File: src/rtl/countdown_mod_m_if.sv
// Request/status bundle for the loadable mod-M down-counter.
// The requester side (master) drives start/load/enable/abort and observes
// the count, busy and done; the counter itself sits on the slave side.
interface countdown_mod_m_if #(
  parameter int N = 4
);
  logic         start;
  logic [N-1:0] load_val;
  logic         enable;
  logic         abort;
  logic [N-1:0] Q;
  logic         busy;
  logic         done;

  modport master (
    output start,
    output load_val,
    output enable,
    output abort,
    input  Q,
    input  busy,
    input  done
  );

  modport slave (
    input  start,
    input  load_val,
    input  enable,
    input  abort,
    output Q,
    output busy,
    output done
  );
endinterface

File: src/rtl/countdown_mod_m.sv
// Loadable mod-M down-counter used as a timeout / interval source.
// A start in IDLE captures a (clamped) value that is then counted down on
// enable ticks. When the count reaches zero, done pulses for one cycle.
// With AUTO_RELOAD=1 the counter stays in RUN and re-arms from the captured
// value on the next enable tick, giving a period of reload+1 ticks.
// Reset is synchronous and active-low. Every output comes straight from a flop.
module countdown_mod_m #(
  parameter int M           = 10,
  parameter int AUTO_RELOAD = 0
) (
  input  logic               clk,
  input  logic               aclr,
  countdown_mod_m_if.slave   bus
);

  // Number of bits needed to represent value, never less than one.
  function automatic int clogb2(input int value);
    int r;
    r = 32'sd0;
    for (int v = value; v > 32'sd0; v = v >>> 1) begin
      r = r + 32'sd1;
    end
    if (r == 32'sd0) begin
      r = 32'sd1;
    end else begin
      r = r;
    end
    return r;
  endfunction

  localparam int           N      = clogb2(M - 1);
  localparam logic [N-1:0] MAX_Q  = N'(M - 1);
  localparam logic [N-1:0] ZERO_Q = {N{1'b0}};
  localparam logic [N-1:0] ONE_Q  = N'(32'd1);
  localparam logic         PERIODIC = (AUTO_RELOAD != 0);

  typedef enum logic [0:0] {
    ST_IDLE = 1'b0,
    ST_RUN  = 1'b1
  } state_t;

  state_t       state_r;
  state_t       state_next_s;
  logic [N-1:0] q_r;
  logic [N-1:0] q_next_s;
  logic [N-1:0] reload_r;
  logic [N-1:0] reload_next_s;
  logic         done_r;
  logic         done_next_s;
  logic         busy_r;
  logic [N-1:0] lv_s;

  // Clamp the requested start value into the legal range 0..M-1.
  always_comb begin
    lv_s = bus.load_val;
    if (bus.load_val > MAX_Q) begin
      lv_s = MAX_Q;
    end else begin
      lv_s = bus.load_val;
    end
  end

  // Next-state, next-count and done-pulse decode; priority abort > start > enable.
  always_comb begin
    state_next_s  = state_r;
    q_next_s      = q_r;
    reload_next_s = reload_r;
    done_next_s   = 1'b0;

    case (state_r)
      ST_IDLE: begin
        if (bus.abort) begin
          // Nothing is running, so an abort just masks any start request.
          state_next_s = ST_IDLE;
        end else if (bus.start) begin
          if (lv_s == ZERO_Q) begin
            // Zero-length request completes immediately without ever going busy.
            q_next_s    = ZERO_Q;
            done_next_s = 1'b1;
          end else begin
            q_next_s      = lv_s;
            reload_next_s = lv_s;
            state_next_s  = ST_RUN;
          end
        end else begin
          // Idle and no request: count holds, enable is ignored.
          q_next_s = q_r;
        end
      end

      ST_RUN: begin
        if (bus.abort) begin
          // Silent cancel: no done, captured period thrown away.
          q_next_s      = ZERO_Q;
          reload_next_s = ZERO_Q;
          state_next_s  = ST_IDLE;
        end else if (bus.enable) begin
          if (q_r > ONE_Q) begin
            q_next_s = q_r - ONE_Q;
          end else if (q_r == ONE_Q) begin
            q_next_s    = ZERO_Q;
            done_next_s = 1'b1;
            if (PERIODIC) begin
              state_next_s = ST_RUN;
            end else begin
              state_next_s = ST_IDLE;
            end
          end else begin
            // Q is zero in RUN only in periodic mode: re-arm without a done.
            if (PERIODIC) begin
              q_next_s = reload_r;
            end else begin
              q_next_s     = ZERO_Q;
              state_next_s = ST_IDLE;
            end
          end
        end else begin
          // No tick this cycle: everything holds. start is ignored in RUN.
          q_next_s = q_r;
        end
      end

      default: begin
        state_next_s  = ST_IDLE;
        q_next_s      = ZERO_Q;
        reload_next_s = ZERO_Q;
      end
    endcase
  end

  // State, count, reload and output registers with synchronous active-low reset.
  always_ff @(posedge clk) begin
    if (!aclr) begin
      state_r  <= ST_IDLE;
      q_r      <= ZERO_Q;
      reload_r <= ZERO_Q;
      done_r   <= 1'b0;
      busy_r   <= 1'b0;
    end else begin
      state_r  <= state_next_s;
      q_r      <= q_next_s;
      reload_r <= reload_next_s;
      done_r   <= done_next_s;
      busy_r   <= (state_next_s == ST_RUN);
    end
  end

  assign bus.Q    = q_r;
  assign bus.busy = busy_r;
  assign bus.done = done_r;

endmodule

File: src/flat_wrapper.sv
// flat-port wrapper written by rule: the top's interface ports become plain ports
module countdown_mod_m_flat 
#(
  parameter int M           = 10,
  parameter int AUTO_RELOAD = 0
)
  (clk, aclr, bus_start, bus_load_val, bus_enable, bus_abort, bus_Q, bus_busy, bus_done);
  countdown_mod_m_if #(.N((4))) bus_i ();
  input  logic clk;
  input  logic aclr;
  input wire logic [$bits(bus_i.start)-1:0] bus_start;
  input wire logic [$bits(bus_i.load_val)-1:0] bus_load_val;
  input wire logic [$bits(bus_i.enable)-1:0] bus_enable;
  input wire logic [$bits(bus_i.abort)-1:0] bus_abort;
  output wire logic [$bits(bus_i.Q)-1:0] bus_Q;
  output wire logic [$bits(bus_i.busy)-1:0] bus_busy;
  output wire logic [$bits(bus_i.done)-1:0] bus_done;
  assign bus_i.start = bus_start;
  assign bus_i.load_val = bus_load_val;
  assign bus_i.enable = bus_enable;
  assign bus_i.abort = bus_abort;
  assign bus_Q = bus_i.Q;
  assign bus_busy = bus_i.busy;
  assign bus_done = bus_i.done;
  countdown_mod_m #(.M(M), .AUTO_RELOAD(AUTO_RELOAD)) u_core (.clk(clk), .aclr(aclr), .bus(bus_i));
endmodule
File: config.mk
export PLATFORM = sky130hd
export DESIGN_NAME = countdown_mod_m_flat
export DESIGN_NICKNAME = d
export VERILOG_FILES = /design/src/rtl/countdown_mod_m_if.sv /design/src/rtl/countdown_mod_m.sv /design/src/flat_wrapper.sv
export SDC_FILE = /design/constraint.sdc
export NUM_CORES = 1
export LEC_CHECK = 0
export CORE_AREA = 2 2 39 41
export CTS_CLUSTER_DIAMETER = 200
export CTS_CLUSTER_SIZE = 24
export DETAILED_ROUTE_END_ITERATION = 8
export DIE_AREA = 0 0 41 43
export GPL_TIMING_DRIVEN = 0
export SLEW_MARGIN = 15
export SYNTH_ARGS = -nofsm -noshare
export SYNTH_HDL_FRONTEND = slang
export SYNTH_SLANG_ARGS = --single-unit
File: constraint.sdc
create_clock -name clk -period 1.3 [get_ports clk]
set_clock_uncertainty 0.05 [all_clocks]
set_input_delay 0.26 -clock clk [delete_from_list [all_inputs] [get_ports clk]]
set_output_delay 0.26 -clock clk [all_outputs]
set_load 0.01 [all_outputs]
==> results.py, run 1 <==
metrics = {
    "power": {
        "power.sequential.fraction_pct": 35.1,
        "report.power.total_uw": 595,
        "share_clk_of_total_power_pct": 31.3,
        "p_switching_uw": 175,
        "power.static_leakage_uw": 0.000297,
        "worst_ir_drop_vdd_mv": 0.578,
        "power_report.internal_total_uw": 420,
        "power.switching_fraction_pct": 29.4,
        "power.density_cell_area_mw_per_mm2": 833,
        "power.share.combinational_pct": 33.5,
    },
    "clock_tree": {
        "clk_pin_slew_worst_paths_ns": 0.05,
        "cts_max_level": 1,
        "clk-insertion-delay-late_ns": 0.25,
        "clock_sink_count": 6,
        "cts_tree": "yes",
        "root_buffer": "clkbuf_4",
        "clockBufferDepth": 2,
        "cts_made_buffers": 3,
    },
    "critical_path": {
        "crit_path_top_delay_cell": "dfxtp_4",
        "r2r.worst_path.cells": 5,
        "critPathLaunchType": "flip-flop",
        "slowest_delay_ns": 0.36,
        "number_of_logic_stages_on_the_critical_path_including_buffering": 5,
        "timing.rr.start": "u_core.bus.Q[1]",
        "cp_data_arrival_time_ns": 1.47,
        "timing.critical_path.buf_inv": 1,
        "path_class": "reg -> reg",
        "cp-startpoint": "u_core.bus.Q[1]",
        "critPathTopFamily": "compound AO/OA/AOI/OAI gates",
        "crit_required_ns": 1.43,
        "cp_max_fo": 3,
        "timing.critical_path.cells": "inv_4 -> ha_2 -> or2_4 -> a211o_1 -> a21oi_2",
        "cp-end-kind": "flip-flop",
    },
    "route": {
        "drc": 0,
        "vias": 493,
        "vias_per_cell": 5.48,
        "met1Wirelength_um": 538,
        "drtAntennaViolNets": 0,
        "topRoutingLayerUsed": "met3",
        "routed_wire_length_per_instance_um": 13.5,
        "detailedRoute.firstIterationViolations": 9,
        "postRouteWirelength_mm": 1.21,
        "routed-wl-met2_um": 595,
        "routed-wl-met3_um": 78,
        "drt_first_pass_iters": 4,
    },
    "timing": {
        "count_of_endpoints_failing_hold_in_the_final_timing_report": 0,
        "final-setup-viol-count": 2,
        "finalHoldWorstSlack_ns": 0.449,
        "slew_viol_final": 0,
        "share_of_the_cycle_needed_by_the_critical_path_after_routing_pct": 103,
        "slew_headroom_pct": 76.0,
        "worst_slew_pin_slew_ns": 0.358,
        "rsz0062_at_grt": "yes",
        "final_critical_path_setup_slack_ns": -0.0407,
        "max_clock_freq_mhz": 746,
        "min_tclk_post_route_ns": 1.34,
    },
    "yosys": {
        "synthesis.area_um2": 450,
        "dominantRegCellSynth": "dfxtp_1",
        "synth_nets": 62,
        "mean_instance_size_in_the_synthesized_netlist_um2": 8.83,
        "synth_async_reset_ratio_pct": 0,
        "ys_types": 31,
        "syn-instance-count": 51,
        "synth.yosys.seq_area_share_pct": 26.7,
        "synth_seq_cells": 6,
        "synth_warnings": 0,
        "synth_enable_flop_cells": 0,
    },
    "die": {
        "dieArea_mm2": 0.00176,
        "fp.coreArea_mm2": 0.00138,
        "chipHeight_um": 43,
        "start_util_pct": 32.5,
        "dieWidth_um": 41,
        "rows": 14,
        "design.portCount": 15,
    },
    "final_layout": {
        "area_growth_from_synthesis_to_layout_pct": 58.6,
        "num_antenna_cells": 0,
        "post-route-cell-area_um2": 714,
        "layout.cells.most_common_list": "dlygate4sd2_1, buf_4, dfxtp_1",
        "drive_above_1_share_pct": 35.1,
        "finalNetCount": 86,
        "most_frequent_standard_cell_in_the_layout_excluding_fill_and_tap_cells": "dlygate4sd2_1",
        "finalCoreUtilization_pct": 51.6,
    },
    "run_status": {
        "failed_checks": "negative setup slack",
        "result_of_the_run": "finished, violations left",
    },
    "placed_design": {
        "post_place_cell_area_um2": 646,
        "io_buffer_count": 14,
        "dp_hpwl_um": 882,
        "finalWeightedCongestion": 0.853,
    },
    "min_path": {
        "hold_class": "in -> reg",
        "hold_path_startpoint": "bus_load_val[1]",
        "timing.hold.worst_path_depth": 3,
    },
    "global_routing": {
        "grt_start_max_net_pins": 11,
        "number_of_antenna_violations_at_the_first_check_in_global_routing": 0,
        "first_global_vias": 466,
        "grt.total_usage_pct": 16.3,
        "grt_first_pass_wirelength_mm": 1.97,
        "global_route.overflow_total": 0,
    },
    "job": {
        "max_cap_violations": 0,
    },
}
## power by group through the flow
stage,clock network (uW),logic [uW],registers (uW)
2_1_floorplan,0,103,218
3_3_place_gp,0,184,215
3_5_place_dp,0,182,215
4_1_cts,194,194,209
5_1_grt,206,218,211
6_report,186,199,209
## metal layers
metal | GRT usage [%] | vias to the layer above
met3 | 6.28 | 0
met2 | 25.9 | 14
met5 | 0 | -
li1 | - | 248
met4 | 2.00 | 0
met1 | 20.8 | 231
## final timing paths
kind	slack, ns	to
setup / recovery	-0.04	u_core.bus.Q[1]
hold / removal	0.45	u_core.bus.Q[1]
setup reg to reg	-0.04	u_core.bus.Q[1]
hold reg to reg	0.47	u_core.bus.Q[3]
## logic make-up (layout without fill, tap and decap cells)
logic type | Yosys count | after routing | synth area share (%)
DFF | 6 | 6 | 26.7
and+or+nand+nor | 20 | 20 | 32.5
buffers and inverters | 4 | 27 | 5.00
AOI/OAI and AO/OA | 19 | 19 | 30.3
adders and majority gates | 2 | 2 | 5.55
## layout make-up
class | count | area, um^2
clock buffer | 4 | 26.3
multi-input combinational | 41 | 349
timing repair buffer | 19 | 164
inverter | 3 | 16.3
tap | 16 | 20.0
fill | 146 | 669
sequential | 6 | 128
buffer | 1 | 11.3
## worst min-delay path, stage by stage
cell and delay, ns:
dlygate4sd2_1 0.25, a22oi_2 0.08, a21oi_2 0.13
## per-stage QoR
step	TNS [ns]	std cells	setup WS (ns)
3_3_place_gp	-2.46	81	-0.465
2_1_floorplan	-0.00470	51	-0.00470
6_report	-0.0432	90	-0.0407
3_5_place_dp	-2.40	81	-0.458
5_1_grt	-0.209	90	-0.0757
4_1_cts	-0.0444	90	-0.0444
## synth_stat cells, types with 2 or more instances
| cell type | count | area share [%] |
|---|---|---|
| a22oi_1 | 2 | 3.3 |
| inv_1 | 3 | 2.5 |
| o22ai_1 | 2 | 2.8 |
| nand4_1 | 2 | 2.8 |
| nand2_1 | 2 | 1.7 |
| dfxtp_1 | 6 | 27 |
| a2bb2oi_1 | 2 | 3.9 |
| nor2b_1 | 2 | 2.8 |
| o21ai_0 | 3 | 3.3 |
| a21oi_1 | 3 | 3.3 |
| nor2_1 | 3 | 2.5 |
| ha_1 | 2 | 5.6 |
## registers in the layout (all words and copies together) (netlist names)
register / flops
u_core.bus.Q: 4
u_core.bus.done: 1
u_core.state_r: 1
## repair_timing
action | 4_1_cts | 5_1_grt
hold endpoints to repair | 0 | 0
resized for setup | 14 | 2
setup endpoints to repair | 12 | 6
buffers inserted | 5 | 0
pin swaps | 8 | 0
hold buffers | 0 | 0
Power figures use the tool's default switching activity.
==> inputs of run 2 (changes only) <==
--- a/config.mk
+++ b/config.mk
@@ -5,11 +5,11 @@
 export SDC_FILE = /design/constraint.sdc
 export NUM_CORES = 1
 export LEC_CHECK = 0
-export CORE_AREA = 2 2 39 41
+export CORE_AREA = 3 3 40 42
 export CTS_CLUSTER_DIAMETER = 200
 export CTS_CLUSTER_SIZE = 24
 export DETAILED_ROUTE_END_ITERATION = 8
-export DIE_AREA = 0 0 41 43
+export DIE_AREA = 0 0 43 45
 export GPL_TIMING_DRIVEN = 0
 export SLEW_MARGIN = 15
 export SYNTH_ARGS = -nofsm -noshare
==> run 2 against run 1 <==
Critical path depth did not move. Cell count down 1.1%. Combinational power is 5% higher. Via count rose by 3.7%. Highest routed layer unchanged. The flow still finishes with violations (negative setup slack).
==> results.py, run 2 (synthesis gave the netlist of run 1 again) <==
metrics = {
    "run_status": {
        "result_of_the_run": "finished, violations left",
        "failed_checks": "negative setup slack",
    },
    "timing": {
        "final_critical_path_setup_slack_ns": -0.0548,
        "rsz0062_at_grt": "yes",
        "final-setup-viol-count": 1,
        "slew_viol_final": 0,
        "slew_headroom_pct": 74.7,
        "share_of_the_cycle_needed_by_the_critical_path_after_routing_pct": 104,
        "count_of_endpoints_failing_hold_in_the_final_timing_report": 0,
        "sum_of_negative_setup_slack_ns": -0.0548,
        "worst_slew_pin_slew_ns": 0.377,
        "min_tclk_post_route_ns": 1.35,
        "max_clock_freq_mhz": 738,
    },
    "final_layout": {
        "most_frequent_standard_cell_in_the_layout_excluding_fill_and_tap_cells": "dlygate4sd2_1",
        "fin_cells": 89,
        "num_antenna_cells": 0,
        "finalNetCount": 86,
        "area_growth_from_synthesis_to_layout_pct": 63.9,
        "drive_above_1_share_pct": 41.9,
        "largest_register_ff_count": 4,
        "num-fill-cells": 113,
        "layout.cells.most_common_list": "dlygate4sd2_1, buf_4, nor2_1, clkbuf_4",
        "finalCoreUtilization_pct": 57.4,
    },
    "global_routing": {
        "global_route.overflow_total": 0,
        "first_global_vias": 445,
        "grt_start_max_net_pins": 11,
        "grt.total_usage_pct": 14.3,
        "number_of_antenna_violations_at_the_first_check_in_global_routing": 0,
        "grt_first_pass_wirelength_mm": 2.06,
    },
    "clock_tree": {
        "cts_tree": "yes",
        "root_buffer": "clkbuf_4",
        "clock_sink_count": 6,
        "postCtsHoldBufs": 0,
        "clk_pin_slew_worst_paths_ns": 0.05,
        "cts_made_buffers": 3,
        "cts_max_level": 1,
        "clk-insertion-delay-late_ns": 0.26,
        "clockBufferDepth": 2,
    },
    "power": {
        "power.static_leakage_uw": 0.000318,
        "power.switching_fraction_pct": 30.9,
        "power.share.combinational_pct": 34.1,
        "power.sequential.fraction_pct": 34.1,
        "power.density_cell_area_mw_per_mm2": 831,
        "power_report.internal_total_uw": 423,
        "share_clk_of_total_power_pct": 31.7,
        "worst_ir_drop_vdd_mv": 0.524,
        "p_switching_uw": 190,
    },
    "placed_design": {
        "dp_hpwl_um": 908,
        "placed_instances": 80,
        "finalWeightedCongestion": 0.803,
        "dp_worst_setup_slack_ns": -0.449,
        "io_buffer_count": 14,
    },
    "route": {
        "routed-wl-met2_um": 613,
        "postRouteWirelength_mm": 1.27,
        "routed_wire_length_per_instance_um": 14.3,
        "vias": 511,
        "drtAntennaViolNets": 0,
        "vias_per_cell": 5.74,
        "routed-wl-met3_um": 84,
        "detailedRoute.firstIterationViolations": 6,
        "met1Wirelength_um": 575,
        "topRoutingLayerUsed": "met3",
        "drt_first_pass_iters": 4,
        "drc": 0,
    },
    "die": {
        "design.portCount": 15,
        "start_util_pct": 35.1,
        "rows": 13,
        "chipHeight_um": 45,
        "dieWidth_um": 43,
        "dieArea_mm2": 0.00194,
        "fp.coreArea_mm2": 0.00128,
    },
    "job": {
        "max_cap_violations": 0,
    },
    "critical_path": {
        "crit_required_ns": 1.43,
        "path_class": "reg -> reg",
        "critPathLaunchType": "flip-flop",
        "cp_max_fo": 4,
        "cp-end-kind": "flip-flop",
        "cp_data_arrival_time_ns": 1.49,
    },
    "min_path": {
        "hold_class": "in -> reg",
    },
}
[run 2: cell count changes in the layout (fill, tap and decap cells not counted), sizes merged]
cell / delta
clkbuf: +2
dlymetal6s2s: +2
clkdlybuf4s50: -1
clkdlybuf4s15: +1
dlygate4sd2: -4
[run 2: path summary, 6_finish.rpt]
path,start,endpoint,cells after the start,slack [ns]
worst max-delay path,u_core.bus.Q[0],u_core.bus.Q[1],5,-0.05
worst min register to register,u_core.bus.Q[2],u_core.bus.Q[2],2,0.46
worst min-delay path,bus_load_val[1],u_core.bus.Q[1],3,0.35
worst max register to register,u_core.bus.Q[0],u_core.bus.Q[1],5,-0.05
[run 2: final cells by class]
cell class	instances	area, um^2	share of cell area (%)
repair buffers	19	164	22.2
well taps	15	18.8	2.54
flip-flops and latches	6	130	17.6
plain buffers	1	11.3	1.53
multi-input cells	41	372	50.3
clock buffers	4	26.3	3.56
inverters	3	16.3	2.20
[run 2: critical path, stage by stage (launching register included)]
cell and delay (ns):
dfxtp_4 0.37, inv_4 0.05, ha_4 0.16, or2_4 0.27, a211o_1 0.27, a21oi_2 0.12
[run 2: timing repair]
| action | in CTS | in global routing |
|---|---|---|
| setup buffers | 3 | 2 |
| pin swaps | 6 | 5 |
| resized for setup | 19 | 8 |
| setup endpoints to repair | 12 | 8 |
| endpoints found under the hold margin | 0 | 0 |
[run 2: power groups by stage]
stage                     clock network [uW]  registers (uW)  logic, uW
after floorplan                            0             218        103
after global placement                     0             215        186
after detailed placement                   0             215        183
after CTS                                201             209        198
after global routing                     214             211        229
final                                    195             209        209
[run 2: metal layers]
metal	vias up	track usage (%)
li1	247	-
met1	246	17.8
met2	18	24.0
met3	0	5.98
met4	0	1.81
met5	-	0
[run 2: through the flow]
stage          power (uW)  hold WS (ns)  instance area, um^2
3_5_place_dp          398         0.467                  644
6_report              613         0.353                  738
4_1_cts               608         0.463                  709
2_1_floorplan         321         0.286                  485
5_1_grt               654         0.359                  738
3_3_place_gp          401         0.462                  644
